## src/rtl/alu_arbiter.sv

```systemverilog
// Round-robin arbiter sharing one combinational add/sub/inc/dec unit
// between two valid/ready requesters; results returned per owner.
module alu_arbiter #(
  parameter int WIDTH   = 4,
  parameter bit RR_INIT = 1'b0
) (
  input  logic             clk,
  input  logic             rst_n,
  input  logic             req0_valid,
  output logic             req0_ready,
  input  logic [1:0]       req0_op,
  input  logic [WIDTH-1:0] req0_a,
  input  logic [WIDTH-1:0] req0_b,
  input  logic             req1_valid,
  output logic             req1_ready,
  input  logic [1:0]       req1_op,
  input  logic [WIDTH-1:0] req1_a,
  input  logic [WIDTH-1:0] req1_b,
  output logic             rsp0_valid,
  input  logic             rsp0_ready,
  output logic [WIDTH-1:0] rsp0_sum,
  output logic             rsp0_cout,
  output logic             rsp1_valid,
  input  logic             rsp1_ready,
  output logic [WIDTH-1:0] rsp1_sum,
  output logic             rsp1_cout,
  output logic             alu_c1,
  output logic             alu_c2,
  output logic [WIDTH-1:0] alu_ia,
  output logic [WIDTH-1:0] alu_ib,
  input  logic [WIDTH-1:0] alu_sum,
  input  logic             alu_cout,
  output logic             busy,
  output logic             owner
);

  typedef enum logic [1:0] {
    IDLE  = 2'd0,
    ISSUE = 2'd1,
    RESP  = 2'd2
  } state_t;

  state_t           state;
  state_t           state_nx;
  logic [1:0]       op_q;
  logic [WIDTH-1:0] a_q;
  logic [WIDTH-1:0] b_q;
  logic [WIDTH-1:0] sum_q;
  logic             cout_q;
  logic             owner_q;
  logic             rr_ptr;
  logic             gnt1;
  logic             take;
  logic             own_ready;

  // Requester 1 wins when alone or when the pointer favours it.
  assign gnt1 = req1_valid & (~req0_valid | rr_ptr);
  assign take = (state == IDLE) & (req0_valid | req1_valid);
  assign own_ready = owner_q ? rsp1_ready : rsp0_ready;

  assign req0_ready = (state == IDLE) & req0_valid & ~gnt1;
  assign req1_ready = (state == IDLE) & gnt1;

  always_comb begin
    state_nx = state;
    unique case (state)
      IDLE:    if (take) state_nx = ISSUE;
      ISSUE:   state_nx = RESP;
      RESP:    if (own_ready) state_nx = IDLE;
      default: state_nx = IDLE;
    endcase
  end

  always_ff @(posedge clk or negedge rst_n) begin
    if (!rst_n) begin
      state   <= IDLE;
      op_q    <= '0;
      a_q     <= '0;
      b_q     <= '0;
      sum_q   <= '0;
      cout_q  <= 1'b0;
      owner_q <= 1'b0;
      rr_ptr  <= RR_INIT;
    end else begin
      state <= state_nx;
      if (take) begin
        op_q    <= gnt1 ? req1_op : req0_op;
        a_q     <= gnt1 ? req1_a : req0_a;
        b_q     <= gnt1 ? req1_b : req0_b;
        owner_q <= gnt1;
        rr_ptr  <= ~gnt1;
      end
      if (state == ISSUE) begin
        sum_q  <= alu_sum;
        cout_q <= alu_cout;
      end
    end
  end

  assign alu_c1 = op_q[1];
  assign alu_c2 = op_q[0];
  assign alu_ia = a_q;
  assign alu_ib = b_q;

  assign rsp0_valid = (state == RESP) & ~owner_q;
  assign rsp1_valid = (state == RESP) & owner_q;
  assign rsp0_sum   = sum_q;
  assign rsp1_sum   = sum_q;
  assign rsp0_cout  = cout_q;
  assign rsp1_cout  = cout_q;

  assign busy  = (state != IDLE);
  assign owner = owner_q;

endmodule

```

## config.mk

```make
export PLATFORM = sky130hd
export DESIGN_NAME = alu_arbiter
export DESIGN_NICKNAME = d
export VERILOG_FILES = /design/src/rtl/alu_arbiter.sv
export SDC_FILE = /design/constraint.sdc
export NUM_CORES = 1
export LEC_CHECK = 0
export CAP_MARGIN = 20
export CORE_MARGIN = 4
export CORE_UTILIZATION = 25
export DETAILED_ROUTE_END_ITERATION = 10
export PLACE_DENSITY_LB_ADDON = 0.3
export SLEW_MARGIN = 20
export SYNTH_ARGS = -nofsm -noshare
export SYNTH_HDL_FRONTEND = slang
export SYNTH_SLANG_ARGS = --single-unit
```

## constraint.sdc

```tcl
create_clock -name clk -period 1 [get_ports clk]
set_input_delay 0.1 -clock clk [delete_from_list [all_inputs] [get_ports clk]]
set_output_delay 0.1 -clock clk [all_outputs]
set_load 0.03 [all_outputs]
```

==> results.sh, run 1 <==
export IMPL_overflow=0
export IMPL_layout_drive_gt1_share=0.470
export IMPL_fin_crit_sh=1.36
export IMPL_cts_tree="built"
export IMPL_crit_fanout=3
export IMPL_placementRows=22
export IMPL_initial_core_util=0.262
export IMPL_cts_inserted_buffers=3
export IMPL_tightest_slew_ns=0.559
export IMPL_final_max_slew_violation_count=0
export IMPL_setup_viol=25
export IMPL_grt_pass1_wl_um=4730
export IMPL_syn_num_nets=126
export IMPL_die_h_um=70.1
export IMPL_via_count=959
export IMPL_first_pass_iters=4
export IMPL_synth_cell_type_count=22
export IMPL_htree_num_levels=1
export IMPL_nFillCells=349
export IMPL_grt_busiest_layer="met2"
export IMPL_rrSetupSlack_ns=-0.33
export IMPL_clk_latency_ns=0.25
export IMPL_synth_area_leaders="dfrtp_1, mux2_4, o21ai_0"
export IMPL_synth_xor_area_share=0
export IMPL_max_cap_viol_count=0
export IMPL_ant_nets=0
export IMPL_yosys_area_top_type="dfrtp_1"
export IMPL_io_pins=57
export IMPL_yosys_area_share_simple=0.140
export IMPL_synth_top_area_frac=0.493
export IMPL_worstPathArrival_ns=1.26
export IMPL_finalClockSkew_ns=0.00127
export IMPL_synth_top_family_by_area="compound AO/OA/AOI/OAI gates"
export IMPL_antenna_found_initial=0
export IMPL_hpwl_um=2100
export IMPL_hold_violations=0
export IMPL_cellLeakagePower_nw=0.822
export IMPL_nets=198
export IMPL_cts_root_buf="clkbuf_8"
export IMPL_diodes=0
export IMPL_slew_headroom=0.627
export IMPL_mostFrequentLayoutCells="buf_4, clkdlybuf4s50_1, dfrtp_1, buf_6"
export IMPL_hold_class="in2async"
export IMPL_fin_ws_ns=-0.357
export IMPL_violations="setup timing"
export IMPL_fp_dieArea_mm2=0.00492
export IMPL_yosysSeqAreaShare=0.493
export IMPL_max_freq_ghz=0.737
export IMPL_die_width_um=70.1
export IMPL_ys_ff_latch=19
export IMPL_fin_area_mm2=0.00182
export IMPL_crit_path_end_kind="output pin"
export IMPL_drt_initial_drc_count=25
export IMPL_yosysWarnings=0
export IMPL_io_buffers=56
export IMPL_post_route_util=0.495
export IMPL_cellPowerDensity_mw_per_mm2=3440
export IMPL_use_met1=0.149
export IMPL_ir_drop_uv=1500
export IMPL_synthesis_area_um2=965
export IMPL_place_congestion=0.799
export IMPL_path_clk_slew_ns=0.07
export IMPL_met2_usage=0.190
export IMPL_clock_sinks=19
export IMPL_grt_pass1_vias=989
export IMPL_grt_max_degree=20
export IMPL_crit_type="reg2out"
export IMPL_synthAdderAreaFrac=0
export IMPL_area_growth_pct=89.1
export IMPL_total_power_mw=6.28
export IMPL_grtUsageTotal=0.116
export IMPL_cp_required_ns=0.90
export IMPL_avgSynthCellArea_um2=10.2
export IMPL_placed_area_mm2=0.00156
export IMPL_wl_per_cell_um=13.6
export IMPL_drc=0
export IMPL_rsz0062_at_grt="yes"
export IMPL_use_met3=0.0417
export IMPL_status="finished, violations left"
export IMPL_totalWireLength_um=2910
export IMPL_critPathLaunchType="flop"
export IMPL_clockBufferDepth=2
export IMPL_core_area_mm2=0.00369
export IMPL_synth_compound_area_frac=0.173
export IMPL_synth_mux_area_fraction=0.0895
export IMPL_vias_per_cell=4.48
export IMPL_syn_inst=95
export IMPL_final_common_cell="buf_4"
export IMPL_min_period_ns=1.36
==> per-stage QoR <==
step	cells	setup TNS (ns)	hold slack (ns)	setup WS [ns]
2_1_floorplan	95	-0.656	-0.196	-0.0729
3_3_place_gp	199	-4.99	0.459	-0.283
3_5_place_dp	199	-5.58	0.455	-0.344
4_1_cts	210	-5.55	0.175	-0.368
5_1_grt	214	-7.83	0.176	-0.421
6_report	214	-6.67	0.175	-0.357
==> area by class of cell <==
cell class | count | area, um^2 | share of cell area
Sequential cell | 19 | 477 | 0.261
Tap cell | 48 | 60.1 | 0.0329
Inverter | 9 | 38.8 | 0.0213
Multi-Input combinational cell | 59 | 499 | 0.274
Clock buffer | 3 | 41.3 | 0.0226
Clock inverter | 1 | 5.00 | 0.00274
Timing Repair Buffer | 75 | 703 | 0.385
==> layer usage <==
layer,vias up,wire [um]
li1,475,-
met1,443,1210
met2,41,1440
met3,0,257
met4,0,0
met5,-,0
==> state kept, by name, indices dropped and copies added, names as in the netlist <==
signal     cells
owner          1
rsp0_sum       4
state          2
op_q           2
alu_ib         4
rsp0_cout      1
rr_ptr         1
alu_ia         4
==> cell families after synthesis <==
logic type,Yosys count
compound gates,28
simple gates,25
flops,19
buf+inv,17
mux,6
==> worst paths after layout <==
check	start	depth (start not counted)	to
max	state[1]	5	req0_ready
min	rst_n	2	rsp0_cout
max reg2reg	state[1]	6	alu_ia[2]
min reg2reg	alu_ia[3]	2	alu_ia[3]
max in group asynchronous	rst_n	2	owner
min in group clk	req1_b[1]	3	alu_ib[1]
==> report_power, final <==
part           switching, mW  internal, mW  total (mW)
combinational           2.27          2.01        4.28
clock                  0.261         0.277       0.537
sequential             0.303          1.16        1.47
==> synth_stat cells <==
library cell,number
a21oi_1,5
a31oi_1,5
and2b_1,1
buf_4,6
buf_6,2
dfrtp_1,19
inv_1,8
inv_2,1
mux2_2,1
mux2_4,5
nand2_1,7
nand2_2,1
nand2b_1,3
nand3_1,5
nand3_2,1
nor2_1,3
nor2_2,2
nor2_4,1
o21ai_0,12
o221ai_1,5
o22ai_1,1
or2_1,1
==> timing repair <==
| item | 4_1_cts | 5_1_grt |
|---|---|---|
| endpoints found under the setup margin | 25 | 25 |
| hold buffers | 0 | 0 |
| setup buffers | 7 | 4 |
| resized for setup | 25 | 15 |
| pin swaps | 8 | 2 |
==> worst max-delay path: stages, from the launching register on <==
cell	delay [ns]
dfrtp_1	0.42
nor2_4	0.17
buf_6	0.13
nand3_4	0.08
inv_2	0.07
buf_6	0.12
Power figures use the tool's default switching activity.
==> run 2, diff against run 1 <==
Settings changed: ABC_CLOCK_PERIOD_IN_PS set to 1000.
==> results of run 2 <==
Final layout, timing and power as in run 1 (identical DEF).
==> run 3, diff against run 2 <==
Settings changed: CAP_MARGIN 20 to 10.
==> results of run 3 <==
Final layout, timing and power as in run 1 (identical DEF).
